### config.mk
export PLATFORM = sky130hd
export DESIGN_NAME = sram_mem_controller
export DESIGN_NICKNAME = d
export VERILOG_FILES = /design/src/rtl/sram_mem_controller.sv
export SDC_FILE = /design/constraint.sdc
export NUM_CORES = 1
export LEC_CHECK = 0
export BUFFER_PORTS_ARGS = -buffer_cell sky130_fd_sc_hd__buf_2
export CAP_MARGIN = 25
export CELL_PAD_IN_SITES_DETAIL_PLACEMENT = 0
export CELL_PAD_IN_SITES_GLOBAL_PLACEMENT = 1
export CORE_ASPECT_RATIO = 0.9
export CORE_MARGIN = 4
export CORE_UTILIZATION = 37
export CTS_BUF_LIST = sky130_fd_sc_hd__clkbuf_4 sky130_fd_sc_hd__clkbuf_8 sky130_fd_sc_hd__clkbuf_16
export CTS_CLUSTER_DIAMETER = 50
export DETAILED_ROUTE_END_ITERATION = 12
export MAX_ROUTING_LAYER = met4
export PLACE_DENSITY = 0.85
export SLEW_MARGIN = 15
export SYNTH_ARGS = -nofsm -noshare
export SYNTH_HDL_FRONTEND = slang
export SYNTH_SLANG_ARGS = --single-unit
### constraint.sdc
create_clock -name clk -period 2.75 [get_ports clk]
set_input_delay 0.275 -clock clk [delete_from_list [all_inputs] [get_ports clk]]
set_output_delay 0.275 -clock clk [all_outputs]
set_load 0.02 [all_outputs]
### src/rtl/sram_mem_controller.sv
// Sequences 32-bit MEM-stage loads/stores onto a 16-bit asynchronous SRAM as two
// half-word accesses (low then high), each held for WAIT_CYCLES cycles; ~ready freezes the pipeline.
module sram_mem_controller #(
  parameter int WAIT_CYCLES = 2,
  parameter int BASE_ADDR   = 1024,
  parameter int SRAM_AW     = 18
) (
  input  logic               clk,
  input  logic               rst,
  input  logic               rd_en,
  input  logic               wr_en,
  input  logic [31:0]        address,
  input  logic [31:0]        write_data,
  output logic [31:0]        read_data,
  output logic               ready,
  output logic [SRAM_AW-1:0] sram_addr,
  output logic [15:0]        sram_dq_out,
  output logic               sram_dq_oe,
  input  logic [15:0]        sram_dq_in,
  output logic               sram_we_n
);

  localparam int CW = (WAIT_CYCLES > 1) ? $clog2(WAIT_CYCLES) : 1;
  localparam logic [CW-1:0] CNT_LOAD = CW'(WAIT_CYCLES - 1);

  typedef enum logic [1:0] {IDLE, LOW, HIGH, DONE} state_t;

  state_t             state, state_next;
  logic [CW-1:0]      cnt;
  logic [SRAM_AW-2:0] word_q;
  logic [31:0]        data_q;
  logic               op_write;
  logic [15:0]        low_half;
  logic               req;
  logic               last;

  assign req  = rd_en | wr_en;
  assign last = (cnt == '0);

  // NOTE: sequential state uses non-blocking assignments so every register samples
  // pre-edge values; blocking here would create order-dependent races.
  always_ff @(posedge clk) begin
    if (rst) state <= IDLE;
    else     state <= state_next;
  end

  // NOTE: every combinational output gets a default first so no path infers a latch.
  always_comb begin
    state_next = state;
    unique case (state)
      IDLE:    if (req)  state_next = LOW;
      LOW:     if (last) state_next = HIGH;
      HIGH:    if (last) state_next = DONE;
      default: state_next = IDLE;
    endcase
  end

  // Wait counter, access latch and read assembly.
  always_ff @(posedge clk) begin
    if (rst) begin
      cnt       <= '0;
      word_q    <= '0;
      data_q    <= '0;
      op_write  <= 1'b0;
      low_half  <= '0;
      read_data <= '0;
    end else begin
      if (state == IDLE && req) begin
        cnt      <= CNT_LOAD;
        word_q   <= (SRAM_AW-1)'((address - 32'(BASE_ADDR)) >> 2);
        data_q   <= write_data;
        op_write <= wr_en;
      end else if (state == LOW && last) begin
        cnt <= CNT_LOAD;
      end else if (!last) begin
        cnt <= cnt - 1'b1;
      end

      if (!op_write && last) begin
        if (state == LOW)  low_half  <= sram_dq_in;
        if (state == HIGH) read_data <= {sram_dq_in, low_half};
      end
    end
  end

  // Outputs; the final cycle of each half keeps we_n high for address/data hold
  // unless there is only one cycle to give.
  always_comb begin
    ready       = 1'b0;
    sram_addr   = '0;
    sram_dq_out = '0;
    sram_dq_oe  = 1'b0;
    sram_we_n   = 1'b1;
    unique case (state)
      IDLE: ready = rst || !req;
      LOW: begin
        sram_addr = {word_q, 1'b0};
        if (op_write) begin
          sram_dq_out = data_q[15:0];
          sram_dq_oe  = 1'b1;
          sram_we_n   = last && (WAIT_CYCLES > 1);
        end
      end
      HIGH: begin
        sram_addr = {word_q, 1'b1};
        if (op_write) begin
          sram_dq_out = data_q[31:16];
          sram_dq_oe  = 1'b1;
          sram_we_n   = last && (WAIT_CYCLES > 1);
        end
      end
      default: ready = 1'b1;
    endcase
  end

endmodule

==> flow_metrics.py <==
metrics = {
    "status": {
        "outcome": "completed",
    },
    "sta": {
        "final_max_slew_viol_count": 0,
        "worst_slack_ns": 0.438,
        "timing_worst_slew_pin_value_ns": 0.679,
        "hold_slack_ns": 0.162,
        "finalSetupViolCount": 0,
        "slew_headroom_pct": 54.7,
        "fin_crit_sh_pct": 84.1,
        "timing.final.hold_violations": 0,
        "maxClockFrequency_mhz": 432,
        "rsz_0062_raised_after_global_routing": "false",
        "fin_skew_ns": 0.00534,
        "period_needed_ns": 2.31,
        "setup-tns-final_ns": 0,
    },
    "finish": {
        "total_inserted_antenna_cells": 0,
        "layout-drive-gt1-share_pct": 26.0,
        "layout-area-overhead-vs-synth_pct": 26.4,
        "num-fill-cells": 1064,
        "multi_input_area_um2": 1850,
        "fin_util_pct": 48.8,
        "sequential_cell_area_um2": 2020,
        "nets": 729,
    },
    "die": {
        "pin_count": 153,
        "initial_utilization_pct": 38.6,
        "dieHeight_um": 107,
        "coreArea_um2": 10400,
        "rows": 35,
        "design.die.area_um2": 12600,
        "die_width_um": 118,
    },
    "worst_setup_path": {
        "critical_path.slowest_cell": "sky130_fd_sc_hd__nand2_1",
        "critical_path.reg2reg.startpoint": "state[1]",
        "r2r_slack_ns": 0.83,
        "setup.worst_path.start": "state[0]",
        "worstSetupStartpointType": "register",
        "worst-path-max-fanout": 17,
        "cp.buffers_inverters": 3,
        "worst-endpoint-arrival_ns": 2.04,
        "crit_path_end_kind": "output pin",
        "worst-r2r-cell-count": 6,
        "criticalPathCategory": "register to output pin",
        "path_cells": "inv_1, ha_1, nand2_1, inv_1, nand2_1, buf_2",
        "required_ns": 2.48,
        "timing.critical_path.slowest_cell_delay_ns": 0.49,
        "reg_to_reg_endpoint": "data_q[17]",
        "cpLargestDelayFamily": "simple AND/OR/NAND/NOR gates",
    },
    "clock_tree": {
        "worst_setup_hold_path_clk_slew_ns": 0.07,
        "clock_latency_ns": 0.34,
        "clock_sink_count": 101,
        "post_cts_hold_buffer_count": 0,
        "clockBufferDepth": 2,
        "cts_made_buffers": 9,
        "post_cts_resized": 0,
        "cts.repair_timing.setup_buffer_count": 0,
        "clock-root-buffer": "sky130_fd_sc_hd__clkbuf_16",
        "cts_tree": "built",
        "htree_levels": 3,
    },
    "placed_design": {
        "dp_hpwl_um": 7210,
        "port-buffer-count": 137,
        "place.gp.congestion": 0.816,
        "dp_slack_ns": 0.797,
    },
    "run": {
        "drv.max_cap_violation_count": 0,
    },
    "grt": {
        "grt.total_usage_pct": 17.1,
        "antenna_found_initial": 0,
        "grt_pass1_vias": 3708,
        "globalRoute.totalOverflow": 0,
        "grt_pass1_wl_um": 17600,
        "grt_max_degree": 54,
    },
    "synth": {
        "sequential_share_of_the_synthesized_area_pct": 50.3,
        "syn_avg_cell_area_um2": 7.70,
        "synthSimpleGateAreaFrac_pct": 25.9,
        "ys.warnings.count": 0,
        "synthXorXnorAreaFrac_pct": 0.436,
        "synth.mux.area_fraction_pct": 0,
        "synth_compound_area_share_pct": 17.7,
        "post_synth_fa_ha_maj_area_fraction_pct": 1.56,
        "synthDistinctLibCells": 29,
        "share_of_synthesized_registers_carrying_an_async_set_or_reset_pct": 0,
        "synth_top_family_by_area": "simple AND/OR/NAND/NOR gates",
        "mappedNetlistArea_um2": 4020,
        "synth-seq-cells": 101,
        "synthesis.instances": 522,
        "ys.flop_type": "sky130_fd_sc_hd__dfxtp_1",
        "synthesis.nets": 611,
        "synth-edff-count": 0,
    },
    "drt": {
        "first_iter_violations": 222,
        "routedWlPerCell_um": 13.4,
        "routed_wl_um": 10300,
        "drt.antenna.violating_nets": 0,
        "drcViolationCount": 0,
        "vias_per_cell": 4.87,
        "detailedRoute.firstPassIterationCount": 4,
        "dr_total_vias": 3766,
    },
    "worst_hold_path": {
        "min_from": "write_data[30]",
        "holdPathStages": 3,
        "hold-path-endpoint": "data_q[30]",
        "class_of_the_most_critical_hold_timing_path": "input port to register",
    },
    "power": {
        "max-vdd-ir-drop_mv": 0.440,
        "power.static_leakage_nw": 2.18,
        "powerDensity_nw_per_um2": 911,
    },
}
-- cells in the mapped netlist, drive strengths merged, types with 2 or more instances --
cell type | n | share of area (%)
or3b | 2 | 0.44
clkbuf | 30 | 2.8
xnor2 | 2 | 0.44
o21ai | 3 | 0.37
inv | 6 | 0.56
and2 | 17 | 2.6
buf | 7 | 0.72
a311oi | 2 | 0.44
o21a | 4 | 0.75
a21oi | 92 | 11
dfxtp | 101 | 50
ha | 5 | 1.6
nor4 | 5 | 0.78
nor2 | 28 | 2.6
a22oi | 16 | 3.0
and4 | 3 | 0.65
a211oi | 7 | 1.3
nor3b | 5 | 1.1
or4 | 2 | 0.47
nand2 | 180 | 17
-- layout make-up --
class / count / share of cell area, %
Clock inverter: 7 / 1.13
Timing Repair Buffer: 144 / 14.6
Clock buffer: 9 / 4.43
Multi-Input combinational cell: 378 / 36.4
Sequential cell: 101 / 39.8
Inverter: 6 / 0.443
Tap cell: 129 / 3.18
-- stage by stage --
| step | cell area (µm²) | std cells | power (W) |
|---|---|---|---|
| after floorplan | 4020 | 522 | 0.00302 |
| after global placement | 4800 | 758 | 0.00345 |
| after detailed placement | 4800 | 758 | 0.00348 |
| after CTS | 5080 | 774 | 0.00469 |
| after global routing | 5080 | 774 | 0.00497 |
| final | 5080 | 774 | 0.00463 |
-- logic make-up (layout without fill, tap and decap cells) --
| family | after synthesis | in the layout |
|---|---|---|
| AO/OA/AOI/OAI | 126 | 126 |
| XOR/XNOR | 2 | 2 |
| adder cells (fa/ha/maj) | 5 | 5 |
| buffers and inverters | 43 | 166 |
| flip-flops | 101 | 101 |
| AND/OR/NAND/NOR | 245 | 245 |
-- metal layers --
metal / global-route usage (%) / part of all wire (%) / up-vias
li1: - / - / 1958
met1: 22.1 / 48 / 1697
met2: 26.3 / 45 / 103
met3: 6.01 / 6.5 / 8
met4: 3.26 / 0.78 / 0
met5: - / 0 / -
-- power by group --
group / switching, W / total, W / leakage [nW] / internal, W
Sequential: 0.000153 / 0.00191 / 0.826 / 0.00176
Clock: 0.000574 / 0.00120 / 0.134 / 0.000626
Combinational: 0.00102 / 0.00152 / 1.22 / 0.000502
-- how the worst max path moves through the flow --
| stage | endpoint | slack [ns] | cells past startpoint |
|---|---|---|---|
| after CTS | sram_we_n | 0.42 | 6 |
| after floorplan | sram_dq_out[0] | 0.80 | 6 |
| after global placement | sram_we_n | 0.83 | 6 |
| final | sram_we_n | 0.44 | 6 |
| after global routing | sram_we_n | 0.26 | 6 |
| after detailed placement | sram_we_n | 0.80 | 6 |
-- tightest hold or removal path, cell delays in order --
cell and delay, ns:
sky130_fd_sc_hd__buf_2 0.09, sky130_fd_sc_hd__nand2_1 0.04, sky130_fd_sc_hd__a21oi_1 0.05
-- layout by cell type (no fill, tap or decap), drive strengths merged, types with 3 or more instances in the layout --
cell type and n:
dfxtp 101, nand2 180, a21oi 92, and2 17
buf 144, nor2 28, clkbuf 9, nor3b 5
and4 3, nor4 5, o21a 4, ha 5
inv 9, a22oi 16, o21ai 3, a211oi 7
-- flip-flops by register name, summed over array words and instances (netlist names) --
signal	flops
state	2
read_data	32
cnt	1
data_q	32
op_write	1
low_half	16
word_q	17
(Power assumes the default switching activity.)
